$ cat src/rtl/bcd_pkg.sv
// Shared constants and state encoding for the sequential BCD-to-binary converter.
package bcd_pkg;

  // Width of one packed BCD digit.
  localparam int BCD_DIGIT_W = 4;

  // Largest legal decimal digit value.
  localparam logic [3:0] BCD_DIGIT_MAX = 4'd9;

  // Reverse double dabble correction: a digit that reaches 8 or more after a
  // right shift has received a carried-in 10 (seen as 8), so 3 is removed to
  // turn it back into 5 (half of 10).
  localparam logic [3:0] DABBLE_THRESH = 4'd8;
  localparam logic [3:0] DABBLE_ADJ    = 4'd3;

  // Converter control states.
  typedef enum logic [1:0] {
    IDLE  = 2'd0,
    SHIFT = 2'd1,
    DONE  = 2'd2
  } bcd_conv_state_t;

endpackage : bcd_pkg

$ cat src/rtl/bcd_digit_sub3.sv
// Per-digit reverse double dabble correction: subtract 3 when the digit is >= 8.
module bcd_digit_sub3
  import bcd_pkg::*;
(
  input  logic [BCD_DIGIT_W-1:0] digit_i,
  output logic [BCD_DIGIT_W-1:0] digit_o
);

  // Purely combinational correction applied to a freshly shifted digit.
  assign digit_o = (digit_i >= DABBLE_THRESH) ? (digit_i - DABBLE_ADJ) : digit_i;

endmodule : bcd_digit_sub3

$ cat src/rtl/bcd_to_binary_seq.sv
// Sequential BCD-to-binary converter using reverse double dabble.
// One right shift plus per-digit correction per clock; valid/ready on both
// sides; illegal input digits (> 9) short-circuit to an error result.
module bcd_to_binary_seq
  import bcd_pkg::*;
#(
  parameter int DIGITS = 6,
  parameter int BIN_W  = 21
) (
  input  logic                          clk,
  input  logic                          reset,
  input  logic                          in_valid,
  output logic                          in_ready,
  input  logic [BCD_DIGIT_W*DIGITS-1:0] bcds_in,
  output logic                          out_valid,
  input  logic                          out_ready,
  output logic [BIN_W-1:0]              bNum_out,
  output logic                          bcd_err
);

  // Number of shifts needed to move every decimal value below 10**DIGITS
  // completely into the binary field.
  localparam int N_SHIFT = $clog2(10 ** DIGITS);
  localparam int BCD_W   = BCD_DIGIT_W * DIGITS;
  localparam int SR_W    = BCD_W + N_SHIFT;
  localparam int CNT_W   = $clog2(N_SHIFT + 1);

  // The result port must be able to hold the full binary field.
  if (BIN_W < N_SHIFT) begin : g_width_check
    $error("bcd_to_binary_seq: BIN_W must be >= N_SHIFT");
  end

  bcd_conv_state_t  state_q, state_d;
  logic [SR_W-1:0]  sr_q, sr_d;
  logic [CNT_W-1:0] cnt_q, cnt_d;
  logic [BIN_W-1:0] bnum_q, bnum_d;
  logic             err_q, err_d;

  // Datapath for one shift step: shift the whole register right, then
  // correct each digit of the bcd field.
  logic [SR_W-1:0]    sr_shift;
  logic [BCD_W-1:0]   bcd_shift;
  logic [BCD_W-1:0]   bcd_adj;
  logic [N_SHIFT-1:0] bin_shift;

  assign sr_shift  = sr_q >> 1;
  assign bcd_shift = sr_shift[SR_W-1:N_SHIFT];
  assign bin_shift = sr_shift[N_SHIFT-1:0];

  for (genvar gi = 0; gi < DIGITS; gi++) begin : g_dabble
    bcd_digit_sub3 u_sub3 (
      .digit_i (bcd_shift[gi*BCD_DIGIT_W +: BCD_DIGIT_W]),
      .digit_o (bcd_adj[gi*BCD_DIGIT_W +: BCD_DIGIT_W])
    );
  end

  // Range check of the incoming digits; only consulted at accept time.
  logic [DIGITS-1:0] digit_bad;
  logic              any_bad;

  for (genvar gi = 0; gi < DIGITS; gi++) begin : g_range
    assign digit_bad[gi] = (bcds_in[gi*BCD_DIGIT_W +: BCD_DIGIT_W] > BCD_DIGIT_MAX);
  end

  assign any_bad = |digit_bad;

  // State and datapath registers with synchronous reset.
  always_ff @(posedge clk) begin
    if (reset) begin
      state_q <= IDLE;
      sr_q    <= '0;
      cnt_q   <= '0;
      bnum_q  <= '0;
      err_q   <= 1'b0;
    end else begin
      state_q <= state_d;
      sr_q    <= sr_d;
      cnt_q   <= cnt_d;
      bnum_q  <= bnum_d;
      err_q   <= err_d;
    end
  end

  // Next-state, datapath update and handshake outputs.
  always_comb begin
    state_d   = state_q;
    sr_d      = sr_q;
    cnt_d     = cnt_q;
    bnum_d    = bnum_q;
    err_d     = err_q;
    in_ready  = 1'b0;
    out_valid = 1'b0;

    case (state_q)
      IDLE: begin
        in_ready = 1'b1;
        if (in_valid) begin
          if (any_bad) begin
            // Illegal digit: no conversion, report the error next cycle.
            err_d   = 1'b1;
            bnum_d  = '0;
            state_d = DONE;
          end else begin
            sr_d    = {bcds_in, {N_SHIFT{1'b0}}};
            cnt_d   = CNT_W'(N_SHIFT);
            state_d = SHIFT;
          end
        end
      end

      SHIFT: begin
        sr_d  = {bcd_adj, bin_shift};
        cnt_d = cnt_q - CNT_W'(1);
        if (cnt_q == CNT_W'(1)) begin
          // Last shift: capture the binary field straight from the shifter.
          bnum_d  = BIN_W'(bin_shift);
          err_d   = 1'b0;
          state_d = DONE;
        end
      end

      DONE: begin
        out_valid = 1'b1;
        if (out_ready) begin
          state_d = IDLE;
        end
      end

      default: begin
        state_d = IDLE;
      end
    endcase
  end

  assign bNum_out = bnum_q;
  assign bcd_err  = err_q;

  // Once the last shift is taken, every decimal digit must have drained
  // into the binary field; anything left means the shift count is wrong.
  always_ff @(posedge clk) begin
    if (!reset && state_q == SHIFT && cnt_q == CNT_W'(1)) begin
      assert (bcd_adj == '0);
    end
  end

endmodule : bcd_to_binary_seq

$ cat config.mk
export PLATFORM = sky130hd
export DESIGN_NAME = bcd_to_binary_seq
export DESIGN_NICKNAME = d
export VERILOG_FILES = /design/src/rtl/bcd_pkg.sv /design/src/rtl/bcd_digit_sub3.sv /design/src/rtl/bcd_to_binary_seq.sv
export SDC_FILE = /design/constraint.sdc
export NUM_CORES = 1
export LEC_CHECK = 0
export CAP_MARGIN = 20
export CORE_ASPECT_RATIO = 1.5
export CORE_MARGIN = 5
export CORE_UTILIZATION = 58
export DETAILED_ROUTE_END_ITERATION = 12
export GPL_TIMING_DRIVEN = 0
export HOLD_SLACK_MARGIN = 0.08
export PLACE_DENSITY = 0.85
export SLEW_MARGIN = 15
export SYNTH_ARGS = -nofsm -noshare
export SYNTH_HDL_FRONTEND = slang
export SYNTH_SLANG_ARGS = --single-unit
$ cat constraint.sdc
create_clock -name clk -period 2.44 [get_ports clk]
set_input_delay 0.244 -clock clk [delete_from_list [all_inputs] [get_ports clk]]
set_output_delay 0.244 -clock clk [all_outputs]
set_load 0.01 [all_outputs]
==> load_flow_metrics.sql <==
INSERT INTO impl_metrics (metric_group, metric, value, unit) VALUES
('outcome', 'status', 'finished, final reports clean', ''),
('pwr', 'ir_drop', '457', 'uV'),
('final_layout', 'n_antenna_cell', '0', ''),
('flow_run', 'maxCapViolations', '0', ''),
('grt', 'grt_max_degree', '14', ''),
('final_layout', 'layout.filler_cells', '454', ''),
('timing', 'post-route-worst-setup-slack', '331', 'ps'),
('critical_path', 'crit_path_max_fanout', '8', ''),
('floorplanning', 'fp.dieH', '103', 'microns'),
('critical_path', 'critical_path_buf_inv_count', '1', ''),
('critical_path', 'critPathLaunch', 'bcds_in[5]', ''),
('final_layout', 'number_of_standard_cells_in_the_final_layout_excluding_fillers', '526', ''),
('placement', 'io_buffers', '49', ''),
('yosys', 'post-synth-top-area-cell', 'sky130_fd_sc_hd__dfxtp_1', ''),
('critical_path', 'critical_path_depth', '6', ''),
('timing', 'actual_transition_at_the_worst_max_transition_pin', '1010', 'ps'),
('yosys', 'synth.avg_cell_area', '8.50', 'sq um'),
('floorplanning', 'fp.dieArea', '7370', 'sq um'),
('critical_path', 'worstReg2RegEnd', 'cnt_q[0]', ''),
('critical_path', 'worstSetupPathType', 'input pin to register', ''),
('yosys', 'synthFlopType', 'sky130_fd_sc_hd__dfxtp_1', ''),
('timing', 'hold_violations', '0', ''),
('timing', 'final_hold_slack', '296', 'ps'),
('placement', 'place.gp.congestion', '0.883', ''),
('final_layout', 'final_layout_size_suffix_gt1_share', '7.89', '%'),
('clock_network', 'h-tree-depth', '3', ''),
('critical_path', 'crit_slowest_cell', 'sky130_fd_sc_hd__nor3_1', ''),
('timing', 'setup_skew_after_layout', '10.3', 'ps'),
('yosys', 'yosys.area.top_type_share', '42.8', '%'),
('detailed_routing', 'drt_iter0_drc', '257', ''),
('critical_path', 'ff2ff_path_depth', '5', ''),
('placement', 'placed_cells', '510', ''),
('critical_path', 'setup.worst_path.end_class', 'register', ''),
('detailed_routing', 'vias_per_cell', '5.79', ''),
('floorplanning', 'io_pins', '52', ''),
('placement', 'post-dp-hpwl', '6030', 'microns'),
('critical_path', 'startpoint_type', 'input pin', ''),
('detailed_routing', 'via_count', '3045', ''),
('grt', 'first_global_vias', '3104', ''),
('pwr', 'total_power', '2.47', 'mW'),
('detailed_routing', 'route.final.wire_length', '8680', 'microns'),
('timing', 'slew_headroom', '31.9', '%'),
('final_layout', 'nNetsFinal', '491', ''),
('critical_path', 'arrival_worst_endpoint', '2390', 'ps'),
('yosys', 'ys_seq_area_share', '42.8', '%'),
('detailed_routing', 'antenna_left', '0', ''),
('placement', 'dp_worst_setup_slack', '29.5', 'ps'),
('yosys', 'synth_seq_cells', '71', ''),
('clock_network', 'cts_tree', 'built', ''),
('final_layout', 'final_cell_area', '4120', 'sq um'),
('clock_network', 'numCtsBuffers', '9', ''),
('grt', 'grt_usage', '25.0', '%'),
('critical_path', 'worst-endpoint-required', '2720', 'ps'),
('detailed_routing', 'drcViolationCount', '0', ''),
('yosys', 'synthTopCellsByArea', 'sky130_fd_sc_hd__dfxtp_1, sky130_fd_sc_hd__a21oi_1, sky130_fd_sc_hd__nor2_1, sky130_fd_sc_hd__mux2i_1, sky130_fd_sc_hd__nand2_1', ''),
('critical_path', 'r2r_setup_slack', '450', 'ps'),
('yosys', 'synth.top_cells.by_count', 'sky130_fd_sc_hd__dfxtp_1, sky130_fd_sc_hd__nor2_1, sky130_fd_sc_hd__nand2_1', ''),
('timing', 'finalCriticalPeriod', '2110', 'ps'),
('timing', 'slew_violations', '0', ''),
('yosys', 'synthesis.yosys.warnings', '0', ''),
('clock_network', 'clock_sink_count', '71', ''),
('floorplanning', 'rows', '33', ''),
('yosys', 'synth_cell_types', '44', ''),
('critical_path', 'cell_chain_critical_path', 'clkdlybuf4s50_1 > o21ai_2 > nand4_4 > nor3_1 > a222oi_1 > nor2_1', ''),
('timing', 'setup_repair_after_global_routing_missed_its_margin', 'no', ''),
('timing', 'clock.fmax', '474', 'MHz'),
('timing', 'finalSetupViolations', '0', ''),
('clock_network', 'post_cts_buffers', '0', ''),
('timing', 'final_period_util', '86.4', '%'),
('min_path', 'worstHoldPathType', 'input pin to register', ''),
('yosys', 'yosys.cell_count.top_type', 'sky130_fd_sc_hd__dfxtp_1', '');
cell type report:
cell class	instances	share of cell area, %
inverter	16	1.46
tap	70	2.13
multi-input combinational	280	42.0
timing repair buffer	49	11.9
clock buffer	9	3.01
clock inverter	7	2.31
buffer	24	2.67
sequential	71	34.5
power by group:
group          leakage [nW]  switching (mW)  internal [mW]
clock network         0.110           0.468          0.577
registers             0.573          0.0161           1.17
logic                 0.843           0.129          0.105
layout by cell type, fill, tap and decap left out, types with 10 or more instances in the layout:
cell type	n
sky130_fd_sc_hd__and2_1	22
sky130_fd_sc_hd__clkdlybuf4s50_1	49
sky130_fd_sc_hd__nand2_1	48
sky130_fd_sc_hd__nor2_1	53
sky130_fd_sc_hd__dfxtp_1	71
sky130_fd_sc_hd__mux2i_1	19
sky130_fd_sc_hd__clkbuf_1	14
sky130_fd_sc_hd__o211ai_1	16
sky130_fd_sc_hd__a21oi_1	40
sky130_fd_sc_hd__inv_1	15
sky130_fd_sc_hd__xnor2_1	10
sky130_fd_sc_hd__ha_1	12
kinds of logic (layout without fill, tap and decap cells):
kind of cell / after synthesis / in the layout / synth area share (%)
xor gates and xnor gates: 10 / 10 / 2.64
buffers and inverters: 40 / 105 / 5.12
and+or+nand+nor: 146 / 146 / 20.3
other: 1 / 1 / 0.113
DFF: 71 / 71 / 42.8
muxes: 19 / 19 / 5.72
AOI/OAI and AO/OA: 92 / 92 / 18.8
adders and majority gates: 12 / 12 / 4.52
registers in the layout, summed over array words and instances (netlist names):
signal	count
cnt_q	5
sr_q	43
bNum_out	20
bcd_err	1
state_q	2
worst register-to-register path, delay by kind of cell, from the launching register on:
kind                   cells  cell delay (ps)
AO/OA/AOI/OAI              1              230
AND/OR/NAND/NOR            2              390
buffers and inverters      2              860
flip-flops                 1              430
how the worst min path moves through the flow:
stage	from	endpoint	slack (ps)	cells after the start
after floorplan	bcds_in[3]	sr_q[23]	380	2
after global placement	sr_q[20]	sr_q[20]	440	2
after detailed placement	sr_q[20]	sr_q[20]	450	2
after CTS	reset	cnt_q[3]	290	2
after global routing	reset	cnt_q[3]	340	2
final	reset	cnt_q[3]	300	2
per-layer routing:
| metal | track usage, % | part of all wire [%] | vias to the layer above |
|---|---|---|---|
| met5 | 0 | 0 | - |
| met1 | 27.3 | 40 | 1449 |
| met3 | 4.49 | 6.0 | 20 |
| li1 | - | - | 1450 |
| met4 | 12.9 | 2.6 | 0 |
| met2 | 45.7 | 52 | 126 |
Note: power is estimated with default switching activity, not from simulation.
